### src/rtl/bo_datapath.sv
// bo_datapath: operative block holding RX/RH/RS, one shared add/multiply ALU,
// a four-entry coefficient table and a sticky overflow flag.
module bo_datapath #(
  parameter int W  = 16,
  parameter int K0 = 3,
  parameter int K1 = 5,
  parameter int K2 = 7,
  parameter int K3 = 2
) (
  input  logic         clk,
  input  logic         reset,
  input  logic [W-1:0] x_in,
  input  logic         LX,
  input  logic         LH,
  input  logic         LS,
  input  logic         H,
  input  logic [1:0]   M0,
  input  logic [1:0]   M1,
  input  logic [1:0]   M2,
  output logic [W-1:0] S,
  output logic [W-1:0] X,
  output logic [W-1:0] Hq,
  output logic         ovf,
  output logic         done
);

  localparam logic [W-1:0] K0_W = W'(K0);
  localparam logic [W-1:0] K1_W = W'(K1);
  localparam logic [W-1:0] K2_W = W'(K2);
  localparam logic [W-1:0] K3_W = W'(K3);

  logic [W-1:0]   rx_q, rx_d;
  logic [W-1:0]   rh_q, rh_d;
  logic [W-1:0]   rs_q, rs_d;
  logic           ovf_q, ovf_d;
  logic           done_q, done_d;

  logic [W-1:0]   coef;
  logic [W-1:0]   op_a;
  logic [W-1:0]   op_b;
  logic [2*W-1:0] full;
  logic [W-1:0]   result;
  logic           wide;

  // Operand muxes and the shared ALU; the full-width result exposes overflow.
  always_comb begin
    coef = K0_W;
    case (M0)
      2'b00:   coef = K0_W;
      2'b01:   coef = K1_W;
      2'b10:   coef = K2_W;
      default: coef = K3_W;
    endcase

    op_a = '0;
    case (M1)
      2'b00:   op_a = rh_q;
      2'b01:   op_a = rx_q;
      2'b10:   op_a = rs_q;
      default: op_a = '0;
    endcase

    op_b = coef;
    case (M2)
      2'b00:   op_b = coef;
      2'b01:   op_b = rh_q;
      2'b10:   op_b = rs_q;
      default: op_b = rx_q;
    endcase

    if (H) begin
      full = {{W{1'b0}}, op_a} * {{W{1'b0}}, op_b};
    end else begin
      full = {{W{1'b0}}, op_a} + {{W{1'b0}}, op_b};
    end
    result = full[W-1:0];
    wide   = |full[2*W-1:W];
  end

  // Next-state: independent loads, all fed from pre-edge register values.
  always_comb begin
    rx_d   = LX ? x_in   : rx_q;
    rh_d   = LH ? result : rh_q;
    rs_d   = LS ? result : rs_q;
    ovf_d  = ovf_q;
    if ((LH || LS) && wide) begin
      ovf_d = 1'b1;          // a wide load beats the clear from LX
    end else if (LX) begin
      ovf_d = 1'b0;          // new computation starts with a clean flag
    end
    done_d = LS;
  end

  // State registers; reset overrides every strobe.
  always_ff @(posedge clk) begin
    if (reset) begin
      rx_q   <= '0;
      rh_q   <= '0;
      rs_q   <= '0;
      ovf_q  <= 1'b0;
      done_q <= 1'b0;
    end else begin
      rx_q   <= rx_d;
      rh_q   <= rh_d;
      rs_q   <= rs_d;
      ovf_q  <= ovf_d;
      done_q <= done_d;
    end
  end

  assign S    = rs_q;
  assign X    = rx_q;
  assign Hq   = rh_q;
  assign ovf  = ovf_q;
  assign done = done_q;

endmodule

### config.mk
export PLATFORM = sky130hd
export DESIGN_NAME = bo_datapath
export DESIGN_NICKNAME = d
export VERILOG_FILES = /design/src/rtl/bo_datapath.sv
export SDC_FILE = /design/constraint.sdc
export NUM_CORES = 1
export LEC_CHECK = 0
export ABC_CLOCK_PERIOD_IN_PS = 10000
export CAP_MARGIN = 20
export CORE_UTILIZATION = 50
export DETAILED_ROUTE_END_ITERATION = 16
export DONT_BUFFER_PORTS = 1
export SLEW_MARGIN = 5
export SYNTH_ARGS = -nofsm -noshare
export SYNTH_HDL_FRONTEND = slang
export SYNTH_SLANG_ARGS = --single-unit
### constraint.sdc
create_clock -name clk -period 10 [get_ports clk]
set_input_delay 1 -clock clk [delete_from_list [all_inputs] [get_ports clk]]
set_output_delay 1 -clock clk [all_outputs]
set_load 0.01 [all_outputs]
**Word-level counts from Yosys, hierarchy flattened**

Cells that the tools add are included.

- Multiply operators: 1
- Add/subtract/negate cells: 1
- Equal/unequal tests: 6
- Multiplexer cells: 6
- Reduce and logical (&&, ||, !) cells: 7

Operators with widths:

| operator | number |
|---|---|
| $pmux W16 S3 | 2 |
| $mul A16 B16 Y32 | 1 |
| $mux W32 | 1 |
| $add A16 B16 Y17 | 1 |
| $reduce_or A16 Y1 | 1 |
| $pmux W3 S3 | 1 |
| $eq A2 B1 Y1 const B | 3 |
| $eq A2 B2 Y1 const B | 3 |
| $logic_not A2 Y1 | 3 |
| $mux W1 | 2 |
| $reduce_bool A2 Y1 | 1 |
| $logic_and A1 B1 Y1 | 1 |
| $logic_or A1 B1 Y1 | 1 |

- Word-level logic and storage cells: 26
- Flip-flop bits (word level): 50
- Input port bits: 28
- Output and inout port bits: 50

**Longest topological paths before layout**

Gate-level depths: netlist of run 1.

- Depth in word-level cells: 8
- Depth in mapped cells: 31
- Mapped depth without buffers: 27

**Worst setup path before layout of run 1**

No wires, ideal clock.

- Path kind: input-to-reg
- Start point: in M2[0]
- End point: reg ovf_q, in the netlist ovf
- Library setup time: 0.134 ns
- Slack: 1.720 ns
- Arrival time: 8.145 ns
- Required time: 9.866 ns
- Buffers on the path: 3
- Cell stages on the path: 25
- Cells stage by stage: clkbuf_1 > buf_1 > mux2_2 > a22oi_1 > clkinv_1 > ha_1 > fa_1 > inv_1 > fa_1 > fa_1 > fa_1 > fa_1 > fa_1 > inv_1 > ha_1 > buf_2 > a21oi_2 > o21ai_1 > o31ai_1 > nor2_1 > or4_4 > a211oi_2 > nand4_1 > o41ai_2 > a211oi_1

- Longest elaborated chain between the ends: 7
- Elaborated cells on any way between the ends: 11
- Those cells by class: add/sub (1); mul (1); eq/ne (2); mux (3); reduce/logical (4)

RTL lines:

| item | RTL line | RTL |
|---|---|---|
| start, declared | 19 | `input logic [1:0] M2,` |
| $eq A2 B2 Y1, or another cell as far along | 64 | `case (M2)` |
| $pmux W16 S3 * | 64 |  |
| $mul A16 B16 Y32 or $add A16 B16 Y17 (tied branches) | 72, 74 |  |
| $mux W32 * | 71 | `if (H) begin` |
| $reduce_or A16 Y1 * | 77 | `wide = \|full[2*W-1:W];` |
| $logic_and A1 B1 Y1 * | 86 | `if ((LH \|\| LS) && wide) begin` |
| $mux W1 or $reduce_bool A2 Y1 (tied branches) | - |  |
| end signal, assigned | 106 | `ovf_q <= ovf_d;` |
| end, declared | 35 | `logic ovf_q, ovf_d;` |

Every way passes the cells marked *; elsewhere a longest branch is shown, timed or not.
A chain may end at the register's enable or synchronous reset.

**Final worst setup path of run 1**

Same ends and word-level chain as after synthesis.

==> qor.yml, run 1 <==
status:
  status: "finished, final reports clean"
die:
  boundaryPins: 78
  dieWidth_um: 155
  core_area_um2: 22800
  start_util_pct: 51.4
  rows: 55
  fp.dieH_um: 155
  dieArea_um2: 24100
synth:
  ys_warn_count: 0
  postSynthCellCount: 1408
  synth_edf_count: 0
  syn_avg_cell_area_um2: 8.34
  yosysTopAreaCell: "fa_1"
  yosys.area.top_type_share_pct: 33.3
  syn_area_um2: 11700
  ys.flop_type: "dfxtp_1"
  synthesis.nets: 1753
  synth_area_leaders: "fa_1, ha_1, dfxtp_1"
  async_flop_share_pct: 0
  synth_cell_types: 64
  ys_ff_latch: 50
  ys_seq_area_share_pct: 8.53
layout:
  utilization_pct: 53.3
  nets: 1721
  final_layout_size_suffix_gt1_share_pct: 4.14
  num-fill-cells: 2274
  n_antenna_cell: 0
  final_cells: 1689
  multi_input_area_um2: 9500
  areaGrowthSynthToFinish_pct: 3.77
  regArea_um2: 1000
sta:
  hold_viol: 0
  worst_pin_slew_ps: 1040
  fin_crit_ps: 8700
  max_slew_margin_pct: 30.7
  final_max_slew_viol_count: 0
  fin_worst_skew_ps: 4.11
  finalSetupTns_ps: 0
  rsz0062_at_grt: "no"
  fmax_mhz: 115
  setup_viol: 0
  period_share_pct: 87.0
drt:
  routedWlPerCell_um: 21.0
  drtAntennaViolNets: 0
  drtIter0Drc: 751
  vias: 9705
  drc: 0
  firstDrtPassIters: 5
  viasPerCell: 5.75
  wirelength_mm: 35.5
critical_path:
  end_kind: "flop"
  critPathLaunch: "M2[0]"
  critPathBufInv: 3
  critPathMaxStageDelay_ps: 770
  cp_cell_sequence: "nor2b_1 -> a22oi_1 -> clkinv_1 -> ha_1 -> fa_1 -> inv_1 -> fa_1 -> fa_1 -> fa_1 -> fa_1 -> fa_1 -> inv_1 -> ha_1 -> a21oi_2 -> o21ai_1 -> o31ai_1 -> nor2_1 -> or4_4 -> a211oi_2 -> nand4_1 -> o41ai_2 -> a211oi_1"
  worstSetupPathType: "in -> reg"
  crit_arrival_ps: 8860
  cp_max_fo: 18
  crit_path_start_kind: "input port"
  r2r_start: "S[9]"
  cp_top_family: "adder cells"
  crit_slowest_cell: "a22oi_1"
  path_common_cell: "fa_1"
  crit_required_ps: 10170
min_path:
  min-delay-start: "S[8]"
  hold_path.class: "reg -> reg"
global_route:
  grt_max_degree: 51
  antenna_found_initial: 0
  grt_pass1_vias: 10000
  grt_pass1_wl_mm: 57.0
  grt.total_usage_pct: 30.9
  grt.overflow.total: 0
clock_tree:
  cts_hold_buf: 0
  cts_made_buffers: 5
  cts_setup_buffers: 0
  insertion_delay_ps: 290
  cts_sinks: 50
  post_cts_resized: 0
  max-clock-path-buffers: 2
  htreeDepth: 2
  cts_tree: "yes"
  cts.clk_slew.worst_paths_ps: 70
  ctsRootBufferMaster: "clkbuf_16"
placement:
  numPortBuffers: 0
  place_inst: 1682
  dp_hpwl_mm: 29.3
  place_congestion: 0.960
pwr:
  combPwrFrac_pct: 52.2
  power.density_nw_per_um2: 71.0
  ir_worst_vdd_mv: 0.0730
  clkPwrFrac_pct: 19.5
  intPower_w: 0.000469
  sw_frac_of_total_pct: 45.8
  totalPowerFinal_w: 0.000865
  power_leakage_nw: 5.62
  switching_power_w: 0.000396
  seqPwrFrac_pct: 28.3
run:
  cap_violations: 0
-- per-layer routing --
metal / global-route usage (%) / routed length (um) / share of wire [%] / up-vias
met2: 50.9 / 16700 / 47 / 383
met4: 7.66 / 942 / 2.7 / 0
met1: 43.4 / 15500 / 44 / 4829
li1: - / - / - / 4435
met3: 3.87 / 2320 / 6.5 / 58
met5: 0 / 0 / 0 / -
-- sequential cells by signal, summed over array words and instances (netlist names) --
| signal | flops |
|---|---|
| ovf | 1 |
| X | 16 |
| S | 16 |
| Hq | 16 |
| done | 1 |
-- Yosys cell counts (4+ instances only) --
cell / number
nor4_1: 7
xor2_1: 7
nor2_1: 197
xnor2_1: 22
a21o_1: 11
clkinv_1: 18
mux2i_1: 44
nand2b_1: 6
buf_2: 5
o21ai_1: 5
o2111ai_1: 4
and3_1: 5
a211oi_1: 35
mux2_2: 14
nand4_1: 8
fa_1: 195
o21a_1: 19
inv_1: 250
nor3_1: 9
a31oi_1: 8
clkbuf_1: 47
o31ai_1: 4
nand3_1: 10
o21ai_0: 25
a22oi_1: 14
a21oi_1: 39
nand2_1: 165
dfxtp_1: 50
o211ai_1: 5
ha_1: 122
buf_1: 4
nor2b_1: 8
-- worst reg2reg max path, stage by stage, from the launching register on --
cell	delay (ps)
dfxtp_1	390
mux2_2	290
a22oi_1	660
clkinv_1	600
ha_1	430
fa_1	500
inv_1	70
fa_1	500
fa_1	580
fa_1	460
fa_1	470
fa_1	490
inv_1	40
ha_1	380
a21oi_2	250
o21ai_1	150
o31ai_1	470
nor2_1	140
or4_4	500
a211oi_2	220
nand4_1	140
o41ai_2	280
a211oi_1	120
-- kinds of logic (layout without fill, tap and decap cells) --
kind of cell / after synthesis / count (layout) / synth area share (%)
compound gates: 205 / 205 / 12.4
xor+xnor: 29 / 29 / 2.16
fa+ha+maj: 317 / 317 / 46.3
buf+inv: 327 / 295 / 10.6
flops: 50 / 50 / 8.53
mux: 60 / 60 / 5.48
simple gates: 420 / 420 / 14.5
-- cell usage in the layout (no fill, tap or decap), types with 3 or more instances in the layout --
cell type  count
a211oi_1      35
a2111oi_2      3
mux2_2        14
xor2_1         7
a21oi_1       39
nand2b_1       6
o211ai_1       5
nor3_1         9
a211o_1        3
dfxtp_1       50
a31oi_1        8
nor2_1       197
o31ai_1        4
o21a_1        19
nand4_1        8
o21ai_1        5
a32oi_1        3
nand3_1       10
buf_4         20
and3_1         5
ha_1         122
inv_1        250
a41o_1         3
clkinv_1      18
o2111ai_1      4
nor2b_1        8
fa_1         195
o21ai_0       25
nand2_1      165
mux2i_1       44
nor4_1         7
clkbuf_16      5
a22oi_1       14
a21o_1        11
xnor2_1       22
-- power groups by stage --
| stage | Clock, W | Sequential (W) | Combinational, W |
|---|---|---|---|
| final | 0.000169 | 0.000245 | 0.000452 |
| after floorplan | 0 | 0.000239 | 0.000329 |
| after global placement | 0 | 0.000249 | 0.000446 |
| after global routing | 0.000179 | 0.000247 | 0.000501 |
| after CTS | 0.000170 | 0.000245 | 0.000449 |
| after detailed placement | 0 | 0.000249 | 0.000444 |
-- worst paths after layout --
check	end	slack, ps	depth (start not counted)
worst max-delay path	ovf	1300	22
worst max register to register	ovf	1740	22
worst min-delay path	S[8]	570	2
worst min register to register	S[8]	570	2
-- area by class of cell --
cell class / instances / share of cell area, %
multi-input combinational: 1031 / 77.9
inverter: 268 / 8.26
sequential: 50 / 8.22
tap: 313 / 3.21
timing repair buffer: 20 / 1.23
clock buffer: 5 / 1.03
clock inverter: 2 / 0.113
-- metrics by stage --
stage                     setup WS (ps)  hold WS (ps)  cell area, um^2
after floorplan                    1720           515            11700
after global placement             1220           551            12000
after detailed placement           1150           559            12000
after CTS                          1380           567            12200
after global routing                945           578            12200
final                              1300           568            12200
Power figures use the tool's default switching activity.
==> run 2, diff against run 1 <==
--- a/config.mk
+++ b/config.mk
@@ -7,9 +7,13 @@
 export LEC_CHECK = 0
 export ABC_CLOCK_PERIOD_IN_PS = 10000
 export CAP_MARGIN = 20
-export CORE_UTILIZATION = 50
+export CELL_PAD_IN_SITES_DETAIL_PLACEMENT = 2
+export CELL_PAD_IN_SITES_GLOBAL_PLACEMENT = 2
+export CORE_ASPECT_RATIO = 0.7
+export CORE_UTILIZATION = 41
 export DETAILED_ROUTE_END_ITERATION = 16
 export DONT_BUFFER_PORTS = 1
+export PLACE_DENSITY_LB_ADDON = 0.1
 export SLEW_MARGIN = 5
 export SYNTH_ARGS = -nofsm -noshare
 export SYNTH_HDL_FRONTEND = slang
==> run 2 against run 1 <==
  * Hold slack improved by 9.6 ps
  * Cell count up 3.6%
  * Global-route usage rose by 1.2 points
  * Count of clock-buffer cells in the layout stayed put
==> qor.yml, run 2 (synthesis gave the netlist of run 1 again) <==
status:
  status: "finished, final reports clean"
global_route:
  met3_usage_pct: 7.76
  grt_max_degree: 51
  grt.total_usage_pct: 32.1
  busiest_layer: "met2"
  grt_pass1_wl_mm: 69.6
  grt_pass1_vias: 11300
  grt.overflow.total: 0
  antenna_found_initial: 0
  grt_use_met2_pct: 50.3
  grt_use_met1_pct: 45.3
drt:
  drtIter0Drc: 658
  firstDrtPassIters: 5
  routedWlPerCell_um: 26.0
  drtAntennaViolNets: 0
  viasPerCell: 5.79
  wirelength_mm: 45.6
  vias: 10100
  drc: 0
pwr:
  ir_worst_vdd_mv: 0.0787
  power.density_nw_per_um2: 76.0
  power_leakage_nw: 5.64
  clkPwrFrac_pct: 20.1
  seqPwrFrac_pct: 26.5
  sw_frac_of_total_pct: 49.0
  intPower_w: 0.000477
  totalPowerFinal_w: 0.000934
  switching_power_w: 0.000457
  combPwrFrac_pct: 53.4
clock_tree:
  cts_setup_buffers: 0
  max-clock-path-buffers: 2
  cts_sinks: 50
  cts_hold_buf: 0
  ctsRootBufferMaster: "clkbuf_16"
  htreeDepth: 2
  cts.clk_slew.worst_paths_ps: 80
  cts_tree: "yes"
  cts_made_buffers: 5
  post_cts_resized: 0
  insertion_delay_ps: 300
critical_path:
  worstSetupPathType: "in -> reg"
  crit_path_start_kind: "input port"
  crit_required_ps: 10180
  cp_max_fo: 18
  cp_cell_sequence: "nor2b_1 -> buf_4 -> a22oi_1 -> clkinv_1 -> ha_1 -> fa_1 -> inv_1 -> fa_1 -> fa_1 -> fa_1 -> fa_1 -> fa_1 -> inv_1 -> ha_1 -> a21oi_1 -> o21ai_1 -> xor2_1 -> nor4_1 -> o211ai_1 -> a2111oi_1 -> nand4_1 -> o41ai_2 -> a211oi_1"
  critPathMaxStageDelay_ps: 840
  crit_slowest_cell: "a22oi_1"
  path_common_cell: "fa_1"
  end_kind: "flop"
  crit_arrival_ps: 9220
layout:
  multi_input_area_um2: 9500
  layout_common_cells: "inv_1, nor2_1, fa_1"
  n_antenna_cell: 0
  num-fill-cells: 3183
  final_common_cell: "inv_1"
  areaGrowthSynthToFinish_pct: 4.65
  final_layout_size_suffix_gt1_share_pct: 4.35
  nets: 1723
  regArea_um2: 1000
sta:
  setup_ws_ps: 961
  finalSetupTns_ps: 0
  period_share_pct: 90.4
  fmax_mhz: 111
  setup_viol: 0
  worst_pin_slew_ps: 1060
  hold_viol: 0
  rsz0062_at_grt: "no"
  fin_crit_ps: 9040
  final_max_slew_viol_count: 0
  max_slew_margin_pct: 29.2
  fin_worst_skew_ps: 12.6
die:
  boundaryPins: 78
  rows: 51
  dieWidth_um: 204
  start_util_pct: 42.0
  dieArea_um2: 29300
  fp.dieH_um: 144
  core_area_um2: 27900
run:
  cap_violations: 0
placement:
  dp_hpwl_mm: 38.1
  dpl_worst_slack_ps: 780
  place_congestion: 0.955
  numPortBuffers: 0
min_path:
  hold_path.class: "reg -> reg"
==> run 2: cell count changes in the layout (fill, tap and decap cells not counted), sizes merged <==
cell	change
clkinv	+1
buf	+2
==> run 2: worst paths after layout <==
| check | start | to | slack, ps | cells after the start |
|---|---|---|---|---|
| worst max-delay path | M2[0] | ovf | 960 | 23 |
| worst min-delay path | Hq[8] | Hq[8] | 580 | 2 |
| worst max register to register | S[9] | ovf | 1330 | 22 |
| worst min register to register | Hq[8] | Hq[8] | 580 | 2 |
==> run 2: layer usage <==
| layer | up-vias | part of all wire [%] |
|---|---|---|
| li1 | 4435 | - |
| met1 | 5340 | 47 |
| met2 | 316 | 44 |
| met3 | 49 | 8.1 |
| met4 | 0 | 1.5 |
| met5 | - | 0 |
==> run 2: worst max-delay path: cells and delay by family <==
| family | cells | cell delay, ps |
|---|---|---|
| fa+ha+maj | 8 | 3700 |
| compound gates | 7 | 2590 |
| buf+inv | 4 | 950 |
| simple gates | 3 | 770 |
| xor+xnor | 1 | 190 |
==> run 2: stage by stage <==
step | cells | util (%) | cell area [um^2] | hold slack, ps
global route | 1750 | 44.0 | 12300 | 603
floorplan | 1408 | - | 11700 | 515
global placement | 1741 | 43.4 | 12100 | 555
detailed placement | 1741 | 43.4 | 12100 | 570
CTS | 1749 | 43.9 | 12300 | 583
finish | 1750 | 44.0 | 12300 | 578
==> run 2: power groups by stage <==
stage	Clock [W]	Sequential [W]	Combinational, W
6_report	0.000188	0.000247	0.000498
3_3_place_gp	0	0.000251	0.000464
2_1_floorplan	0	0.000239	0.000329
4_1_cts	0.000189	0.000247	0.000490
5_1_grt	0.000195	0.000249	0.000542
3_5_place_dp	0	0.000251	0.000486
==> run 2: area by class of cell <==
cell class	instances	share of cell area, %
clock buffer	5	1.02
clock inverter	3	0.234
inverter	268	8.19
multi-input combinational	1031	77.3
sequential	50	8.15
tap	371	3.78
timing repair buffer	22	1.34
==> run 3, diff against run 2 <==
--- a/config.mk
+++ b/config.mk
@@ -5,7 +5,7 @@
 export SDC_FILE = /design/constraint.sdc
 export NUM_CORES = 1
 export LEC_CHECK = 0
-export ABC_CLOCK_PERIOD_IN_PS = 10000
+export ABC_CLOCK_PERIOD_IN_PS = 9550
 export CAP_MARGIN = 20
 export CELL_PAD_IN_SITES_DETAIL_PLACEMENT = 2
 export CELL_PAD_IN_SITES_GLOBAL_PLACEMENT = 2
==> constraint.sdc (replaced) <==
create_clock -name clk -period 9.55 [get_ports clk]
set_input_delay 0.955 -clock clk [delete_from_list [all_inputs] [get_ports clk]]
set_output_delay 0.955 -clock clk [all_outputs]
set_load 0.01 [all_outputs]
==> run 3 against run 2 <==
  * Worst setup slack worse by 170 ps
  * Final area is 0.11% higher
  * Wire length rose by 1.3%
  * Sequential power increased by 4%
  * Critical path depth decreased by 2
  * Largest power group unchanged
==> qor.yml, run 3 (synthesis gave the netlist of run 1 again) <==
status:
  status: "finished, final reports clean"
global_route:
  grt_pass1_vias: 11500
  grt.overflow.total: 0
  busiest_layer: "met2"
  grt_pass1_wl_mm: 70.3
  grt_use_met2_pct: 50.5
  grt.total_usage_pct: 32.6
  met3_usage_pct: 8.10
  antenna_found_initial: 2
  grt_use_met1_pct: 45.4
  grt_max_degree: 51
clock_tree:
  max-clock-path-buffers: 2
  htreeDepth: 2
  cts_setup_buffers: 0
  cts_tree: "yes"
  ctsRootBufferMaster: "clkbuf_16"
  cts_hold_buf: 0
  cts_made_buffers: 5
  cts_sinks: 50
  insertion_delay_ps: 310
  cts.clk_slew.worst_paths_ps: 70
  post_cts_resized: 0
layout:
  final_cells: 1750
  nets: 1721
  final_common_cell: "inv_1"
  final_layout_size_suffix_gt1_share_pct: 4.21
  areaGrowthSynthToFinish_pct: 4.76
  layout_common_cells: "inv_1, nor2_1, fa_1"
critical_path:
  end_kind: "flop"
  cp_top_family: "adder cells"
  critPathBufInv: 2
  crit_required_ps: 9730
  worstSetupPathType: "in -> reg"
  rr_worst_depth: 21
  crit_slowest_cell: "a22oi_1"
  r2r-end: "ovf"
  cp_cell_sequence: "nor2b_1 -> a22oi_1 -> clkinv_1 -> nand2_1 -> fa_1 -> fa_1 -> fa_1 -> fa_1 -> fa_1 -> fa_1 -> inv_1 -> ha_1 -> a21oi_1 -> o21ai_1 -> o31ai_1 -> nor2_1 -> or4_4 -> a211oi_2 -> nand4_1 -> o41ai_2 -> a211oi_1"
  reg2reg_setup_slack_ps: 1170
  crit_arrival_ps: 8950
  critPathMaxStageDelay_ps: 1000
  cp_max_fo: 18
  path_common_cell: "fa_1"
  r2r_start: "S[14]"
  crit_path_start_kind: "input port"
die:
  dieWidth_um: 204
  start_util_pct: 42.0
  core_area_um2: 27900
  rows: 51
  boundaryPins: 78
  dieArea_um2: 29300
  fp.dieH_um: 144
drt:
  wirelength_mm: 46.2
  drc: 0
  firstDrtPassIters: 5
  vias: 10100
  routedWlPerCell_um: 26.4
  viasPerCell: 5.78
  drtAntennaViolNets: 0
  drtIter0Drc: 618
sta:
  worst_pin_slew_ps: 1190
  fmax_mhz: 114
  fin_crit_ps: 8760
  setup_viol: 0
  final_max_slew_viol_count: 0
  setup_ws_ps: 787
  fin_worst_skew_ps: 9.71
  finalSetupTns_ps: 0
  period_share_pct: 91.8
  rsz0062_at_grt: "no"
  max_slew_margin_pct: 20.9
  hold_viol: 0
placement:
  dpl_worst_slack_ps: 598
  place_congestion: 0.933
  place_inst: 1740
  numPortBuffers: 0
  dp_hpwl_mm: 38.2
min_path:
  min_path_cells: 2
  worst_hold_path.endpoint: "Hq[2]"
  min-delay-start: "Hq[2]"
  hold_path.class: "reg -> reg"
pwr:
  clkPwrFrac_pct: 22.0
  seqPwrFrac_pct: 25.6
  power_leakage_nw: 5.64
  combPwrFrac_pct: 52.4
  intPower_w: 0.000530
  switching_power_w: 0.000477
  ir_worst_vdd_mv: 0.145
  sw_frac_of_total_pct: 47.4
  power.density_nw_per_um2: 81.9
run:
  cap_violations: 0
run 3: area by class of cell:
| cell class | instances | area, um^2 |
|---|---|---|
| Antenna cell | 2 | 5.00 |
| Clock buffer | 6 | 139 |
| Clock inverter | 2 | 38.8 |
| Fill cell | 3174 | 15700 |
| Inverter | 268 | 1010 |
| Multi-Input combinational cell | 1031 | 9500 |
| Sequential cell | 50 | 1000 |
| Tap cell | 371 | 464 |
| Timing Repair Buffer | 20 | 150 |
run 3: worst max-delay path by stage:
stage | from | end | slack (ps) | depth (start not counted)
2_1_floorplan | M2[0] | ovf | 1320 | 25
3_3_place_gp | M2[0] | ovf | 820 | 21
3_5_place_dp | M2[0] | ovf | 600 | 26
4_1_cts | M2[0] | ovf | 900 | 26
5_1_grt | M2[0] | ovf | 400 | 26
6_report | M2[0] | ovf | 790 | 21
run 3: per-stage QoR:
step | instance area [um^2] | total power, W | utilization, % | hold slack, ps
after detailed placement | 12100 | 0.000775 | 43.4 | 569
after global routing | 12300 | 0.00106 | 44.0 | 598
after CTS | 12300 | 0.000998 | 44.0 | 583
after floorplan | 11700 | 0.000595 | - | 515
after global placement | 12100 | 0.000748 | 43.4 | 549
final | 12300 | 0.00101 | 44.0 | 588
run 3: power by group through the flow:
| stage | Clock [W] | Combinational (W) | Sequential (W) |
|---|---|---|---|
| 6_report | 0.000221 | 0.000528 | 0.000258 |
| 5_1_grt | 0.000230 | 0.000571 | 0.000260 |
| 4_1_cts | 0.000223 | 0.000517 | 0.000258 |
| 3_5_place_dp | 0 | 0.000512 | 0.000263 |
| 3_3_place_gp | 0 | 0.000486 | 0.000262 |
| 2_1_floorplan | 0 | 0.000345 | 0.000250 |
run 3: metal layers:
| metal | part of all wire, % | vias up |
|---|---|---|
| li1 | - | 4440 |
| met1 | 46 | 5257 |
| met3 | 8.8 | 58 |
| met2 | 43 | 365 |
| met5 | 0 | - |
| met4 | 2.0 | 0 |
run 3: worst min-delay path, delay by kind of cell (launching register included):
kind	cells	cell delay, ps
flip-flops	1	380
AND/OR/NAND/NOR	1	110
AO/OA/AOI/OAI	1	60
